## config.mk

```make
export PLATFORM = sky130hd
export DESIGN_NAME = fetch_unit
export DESIGN_NICKNAME = d
export VERILOG_FILES = /design/src/rtl/fetch_unit.sv
export SDC_FILE = /design/constraint.sdc
export NUM_CORES = 1
export LEC_CHECK = 0
export ABC_AREA = 1
export CAP_MARGIN = 20
export CORE_ASPECT_RATIO = 0.9
export CORE_MARGIN = 3
export CORE_UTILIZATION = 55
export CTS_CLUSTER_SIZE = 12
export DETAILED_ROUTE_END_ITERATION = 10
export DONT_BUFFER_PORTS = 1
export GPL_ROUTABILITY_DRIVEN = 0
export HOLD_SLACK_MARGIN = 0.05
export PLACE_DENSITY_LB_ADDON = 0.05
export SLEW_MARGIN = 20
export SYNTH_ARGS = -nofsm -noshare
export SYNTH_HDL_FRONTEND = slang
export SYNTH_SLANG_ARGS = --single-unit
```

## constraint.sdc

```tcl
create_clock -name clk -period 1.6 [get_ports clk]
set_input_delay 0.32 -clock clk [delete_from_list [all_inputs] [get_ports clk]]
set_output_delay 0.32 -clock clk [all_outputs]
set_load 0.03 [all_outputs]
```

## src/rtl/fetch_unit.sv

```systemverilog
// Instruction-fetch stage: owns the PC, addresses instruction memory and
// registers the returned word into the IF/ID pipeline register.
module fetch_unit #(
    parameter logic [31:0] RESET_PC       = 32'h0000_0000,
    parameter logic [31:0] IMEM_LAST_ADDR = 32'd84,
    parameter logic [31:0] NOP_INSTR      = 32'h0000_0013
) (
    input  logic        clk,
    input  logic        reset,
    input  logic        stall,
    input  logic        redirect,
    input  logic [31:0] redirect_pc,
    input  logic [31:0] instr_in,
    output logic [31:0] pc_out,
    output logic [31:0] if_id_instr,
    output logic [31:0] if_id_pc,
    output logic [31:0] if_id_pc_plus4,
    output logic        if_id_valid,
    output logic        halted,
    output logic        misalign_err
);

    typedef enum logic {
        RUN  = 1'b0,
        HALT = 1'b1
    } state_t;

    state_t      r_state;
    logic [31:0] r_pc;
    logic [31:0] r_if_id_instr;
    logic [31:0] r_if_id_pc;
    logic [31:0] r_if_id_pc_plus4;
    logic        r_if_id_valid;
    logic        r_halted;
    logic        r_misalign_err;

    logic [31:0] w_pc_plus4;
    logic        w_target_misaligned;

    assign w_pc_plus4          = r_pc + 32'd4;
    assign w_target_misaligned = (redirect_pc[1:0] != 2'b00);

    // NOTE: all state is updated with non-blocking assignments so every
    // register samples pre-edge values regardless of statement order.
    always_ff @(posedge clk) begin
        if (reset) begin
            r_state          <= RUN;
            r_pc             <= RESET_PC;
            r_if_id_instr    <= NOP_INSTR;
            r_if_id_pc       <= 32'd0;
            r_if_id_pc_plus4 <= 32'd0;
            r_if_id_valid    <= 1'b0;
            r_halted         <= 1'b0;
            r_misalign_err   <= 1'b0;
        end else begin
            case (r_state)
                RUN: begin
                    if (redirect && w_target_misaligned) begin
                        r_state        <= HALT;
                        r_halted       <= 1'b1;
                        r_misalign_err <= 1'b1;
                        r_if_id_instr  <= NOP_INSTR;
                        r_if_id_valid  <= 1'b0;
                    end else if (redirect) begin
                        // The word fetched this cycle is on the wrong path; drop it.
                        r_pc          <= redirect_pc;
                        r_if_id_instr <= NOP_INSTR;
                        r_if_id_valid <= 1'b0;
                    end else if (stall) begin
                        r_pc <= r_pc;
                    end else if (r_pc > IMEM_LAST_ADDR) begin
                        r_state       <= HALT;
                        r_halted      <= 1'b1;
                        r_if_id_instr <= NOP_INSTR;
                        r_if_id_valid <= 1'b0;
                    end else begin
                        r_if_id_instr    <= instr_in;
                        r_if_id_pc       <= r_pc;
                        r_if_id_pc_plus4 <= w_pc_plus4;
                        r_if_id_valid    <= 1'b1;
                        r_pc             <= w_pc_plus4;
                    end
                end
                HALT: begin
                    r_if_id_instr <= NOP_INSTR;
                    r_if_id_valid <= 1'b0;
                end
                default: r_state <= HALT;
            endcase
        end
    end

    assign pc_out         = r_pc;
    assign if_id_instr    = r_if_id_instr;
    assign if_id_pc       = r_if_id_pc;
    assign if_id_pc_plus4 = r_if_id_pc_plus4;
    assign if_id_valid    = r_if_id_valid;
    assign halted         = r_halted;
    assign misalign_err   = r_misalign_err;

endmodule

```

# Yosys cells after proc, flatten, opt, wreduce, memory -nomap -nowiden
# Index checks and enable logic that the tools add are counted.
[totals] reg_bits=132 in_bits=68 output_inout_bits=131 elab_cells=49
[classes] addsub=1 n_lt_le_gt_ge=1 eq_ne=5 n_mux=22 n_bitwise=5 n_reduce_logical=7
[op_table] cell="$mux 32" n=7
[op_table] cell="$pmux 32 s2" n=1
[op_table] cell="$add 32x3->32 const B" n=1
[op_table] cell="$gt 32x7->1 const B" n=1
[op_table] cell="$mux 1" n=13
[op_table] cell="$reduce_and 4->1" n=2
[op_table] cell="$ne 2x1->1 const B" n=3
[op_table] cell="$not 1->1" n=5
[op_table] cell="$reduce_and 5->1" n=1
[op_table] cell="$ne 4x4->1 const B" n=1
[op_table] cell="$reduce_bool 2->1" n=2
[op_table] cell="$ne 2x2->1 const B" n=1
[op_table] cell="$pmux 1 s2" n=1
[op_table] cell="$reduce_and 2->1" n=1
[op_table] cell="$logic_and 1x1->1" n=1

# Longest topological paths before layout
[logic_depth] depth_word=6 ltp_mapped=13 ltp_nobuf=12

# Worst setup path after synthesis
# No wires, ideal clock.
[synth_path] path_kind="flip-flop to flip-flop" from="register r_pc[2] (netlist: pc_out[2])" to="register r_pc[6] (netlist: pc_out[6])" setup_ns=0.115 t_arrival_ns=1.741 required_ns=1.485 slack_ns=-0.256 stages_incl_launch_ff=9 path_buffers=0 period_less_slack_ns=1.856 cell_sequence="dfxtp_1 > ha_1 > nand2_1 > nor2_1 > xnor2_1 > o21ai_0 > nand3b_1 > nand2_1 > nor2_1"
[synth_between] elab_chain_cells=4 word_cells_on_any_way=7 classes_between="add/sub (1); order compare (1); eq/ne (1); mux (3); reduce/logical (1)"
[synth_rtl] element="start, declared" line_no="29" text="logic [31:0] r_pc;"
[synth_rtl] element="start signal, assigned" line_no="66" text="r_pc <= redirect_pc;"
[synth_rtl] element="start signal, assigned" line_no="70" text="r_pc <= r_pc;"
[synth_rtl] element="start signal, assigned" line_no="81" text="r_pc <= w_pc_plus4;"
[synth_rtl] element="$add 32x3->32" line_no="40" text="assign w_pc_plus4 = r_pc + 32'd4;"
[synth_rtl] element="$mux 32" line_no="71" text="end else if (r_pc > IMEM_LAST_ADDR) begin"
[synth_rtl] element="$mux 32" line_no="69" text="end else if (stall) begin"
[synth_rtl] element="$mux 32" line_no="64" text="end else if (redirect) begin"
# Parallel ways exist; a longest one is shown, timed or not. The select of a mux whose other input is x is not followed.
# A chain may end at the register's enable or synchronous reset.

# Final worst setup path
[layout_path] from="register r_pc[18] (netlist: pc_out[18])" to="register r_pc[28] (netlist: pc_out[28])"
# Same word-level chain as after synthesis.

==> flow_summary.yaml <==
timing:
  period_minus_slack_ns: 1.63
  setup-violations-final: 15
  final_critical_path_setup_slack_ns: -0.0308
  fin_worst_skew_ns: 0.00948
  timing_hold_violations_final: 89
  layout_worst_path_cycle_share_pct: 102
  hold_ws_ns: -0.133
  relSlewSlack_pct: 51.6
  timing_max_transition_violations_final: 0
  rsz0062_at_grt: "yes"
  f_max_mhz: 613
  tightestPinTransition_ns: 0.723
finish:
  post_route_cells_drive_above_1_share_pct: 24.3
  layout.cell_area.non_filler_um2: 7290
  layout_common_cells: "224 x sky130_fd_sc_hd__nand2_1, 128 x sky130_fd_sc_hd__nor2_1, 117 x sky130_fd_sc_hd__dfxtp_1, 55 x sky130_fd_sc_hd__nand3_1, 55 x sky130_fd_sc_hd__buf_4"
  final_common_cell: "sky130_fd_sc_hd__nand2_1"
  finalNonFillerCells: 989
  area_growth_pct: 33.5
  insertedDiodeCount: 0
  nets: 925
worst_hold_path:
  timing.hold.worst.start: "reset"
  hold_path.class: "in2reg"
route:
  routed_wirelength_mm: 16.4
  route.antenna.remaining_nets: 0
  via_count: 5345
  wl_per_cell_um: 16.6
  detail_route.first_pass.iterations: 6
  post-route-drc-count: 0
  drt-initial-drc-count: 305
  viasPerCell: 5.40
worst_setup_path:
  cp.buffers_inverters: 2
  cpMaxStageDelayCell: "sky130_fd_sc_hd__dfxtp_2"
  crit_chain: "inv_2, nand2_2, nor2_4, nand2_2, nor2_4, nand3_4, nand2_4, nand2_8, clkbuf_16, nor2_1, nor2_1"
  worst_path_largest_cell_delay_ns: 0.33
  cp-end-kind: "flop"
  critPathArrivalTime_ns: 2.05
  cp_max_fo: 7
  timing.rr.start: "pc_out[18]"
  setup.worst_path.start_class: "flop"
  critical_path.startpoint: "pc_out[18]"
  critPathKind: "reg2reg"
  cp_top_family: "simple AND/OR/NAND/NOR gates"
  crit_required_ns: 2.02
floorplan:
  core.rowCount: 33
  core_area_um2: 9370
  die_area_um2: 11200
  die_h_um: 101
  die_w_um: 111
  top_level_ports: 199
  initial_core_util_pct: 58.2
place:
  portBuffers: 0
  dp_hpwl_mm: 10.2
  dpl.cell_count: 924
  placed_cell_area_um2: 5930
synthesis:
  synthDominantAreaCellType: "sky130_fd_sc_hd__dfxtp_1"
  synth_warnings: 0
  synth-edff-count: 0
  ys_async_sr_fraction_pct: 0
  synth_cell_types: 29
  synth-main-ff-cell: "sky130_fd_sc_hd__dfxtp_1"
  syn_nets: 856
  part_of_the_yosys_area_used_for_sequential_elements_pct: 47.7
  yosys.area.top_type_share_pct: 47.7
  ys_seq_elements: 130
  post_synth_inst_count: 785
  syn-cell-area_um2: 5460
  synth_top_cells_by_area: "sky130_fd_sc_hd__dfxtp_1 48%, sky130_fd_sc_hd__nand2_1 17%, sky130_fd_sc_hd__nor2_1 11%"
  synthesis.area_per_instance_um2: 6.95
global_routing:
  grt_use_total_pct: 27.5
  grt_pass1_vias: 4878
  largest_net_degree_at_the_start_of_global_routing: 92
  first_pass_grt_wire_length_mm: 24.6
  antenna_found_initial: 0
  grt_overflow_total: 0
power:
  power_leakage_nw: 3.14
  power.density_cell_area_nw_per_um2: 1450
  vdd_ir_drop_max_uv: 1070
run_status:
  failed_checks: "hold timing, setup timing"
  status: "complete, but fails checks"
run:
  maxCapViolCount: 0
clock_tree:
  clockRootBuffer: "sky130_fd_sc_hd__clkbuf_8"
  clock_insertion_delay_worst_skew_ns: 0.52
  clock-sinks: 130
  cts.clk_slew.worst_paths_ns: 0.06
  tritoncts: "yes"
  cts.htree.levels: 4
  cts_max_path_buffers: 2
  cts_made_buffers: 17
  postCtsHoldBufs: 23
[cells by family (layout without fill, tap and decap cells)]
kind of cell	count (synthesis)	after routing	synth area share, %
AO/OA/AOI/OAI	64	64	5.96
XOR/XNOR	4	4	0.642
adder cells (fa/ha/maj)	3	3	0.688
buffers and inverters	104	186	8.64
flip-flops	130	130	47.7
multiplexers	2	2	0.367
AND/OR/NAND/NOR	478	478	36.0
[final timing paths]
check | endpoint | slack [ns] | cells after the start
min | if_id_pc_plus4[31] | -0.13 | 1
min reg2reg | if_id_pc[1] | 0.49 | 2
max | pc_out[28] | -0.03 | 11
max reg2reg | pc_out[28] | -0.03 | 11
[through the flow]
stage                     utilization [%]  hold slack [ns]  total power, W  TNS, ns  worst slack (ns)
after global placement               63.3            0.399         0.00603  -0.0445           -0.0145
after floorplan                         -            0.460         0.00543        0            0.0103
final                                77.7           -0.133          0.0105   -0.208           -0.0308
after global routing                 77.7           -0.155          0.0110    -7.13            -0.135
after detailed placement             63.3            0.402         0.00608    -1.08           -0.0838
after CTS                            73.4           -0.154          0.0101  -0.0287           -0.0174
[layer usage]
metal	up-vias	share of wire, %	track usage, %
li1	2576	-	-
met4	0	1.8	9.56
met1	2502	39	33.2
met2	239	50	47.0
met3	28	8.9	8.52
met5	-	0	0
[Yosys cell counts (3+ instances only)]
library cell	count
sky130_fd_sc_hd__nor2_1	153
sky130_fd_sc_hd__buf_6	6
sky130_fd_sc_hd__dfxtp_1	130
sky130_fd_sc_hd__nand2_1	245
sky130_fd_sc_hd__inv_2	4
sky130_fd_sc_hd__buf_4	6
sky130_fd_sc_hd__buf_2	11
sky130_fd_sc_hd__inv_1	52
sky130_fd_sc_hd__nand3_1	58
sky130_fd_sc_hd__clkbuf_1	22
sky130_fd_sc_hd__a21oi_1	53
sky130_fd_sc_hd__buf_1	3
sky130_fd_sc_hd__o21ai_0	9
sky130_fd_sc_hd__nand3b_1	6
sky130_fd_sc_hd__ha_1	3
sky130_fd_sc_hd__nand4_1	4
sky130_fd_sc_hd__nand2_2	3
[sequential cells by signal (all words and copies together) (netlist names)]
| register | count |
|---|---|
| if_id_valid | 1 |
| halted | 1 |
| misalign_err | 1 |
| r_state | 1 |
| if_id_pc | 32 |
| if_id_pc_plus4 | 30 |
| if_id_instr | 32 |
| pc_out | 32 |
[repair_timing]
action / 4_1_cts / 5_1_grt
endpoints found under the setup margin: 90 / 125
setup buffers: 1 / 0
pin swaps: 7 / 13
gates resized for setup: 25 / 79
cloned: 2 / 7
hold endpoints to repair: 112 / 89
[worst register-to-register path, delay by kind of cell, from the launching register on]
| family | cells | cell delay [ns] |
|---|---|---|
| buffers and inverters | 2 | 0.27 |
| and+or+nand+nor | 9 | 0.93 |
| DFF | 1 | 0.33 |
[where the power goes]
| part | internal [W] | switching [W] |
|---|---|---|
| Combinational | 0.00124 | 0.00174 |
| Clock | 0.00215 | 0.00156 |
| Sequential | 0.00349 | 0.000359 |
| Total | 0.00688 | 0.00366 |
[layout make-up]
type | instances | area (µm²)
multi-input combinational | 551 | 2690
sequential | 130 | 2630
fill | 669 | 2090
timing repair buffer | 98 | 1040
clock buffer | 18 | 428
inverter | 56 | 210
tap | 122 | 153
clock inverter | 14 | 143
Power figures use the tool's default switching activity.
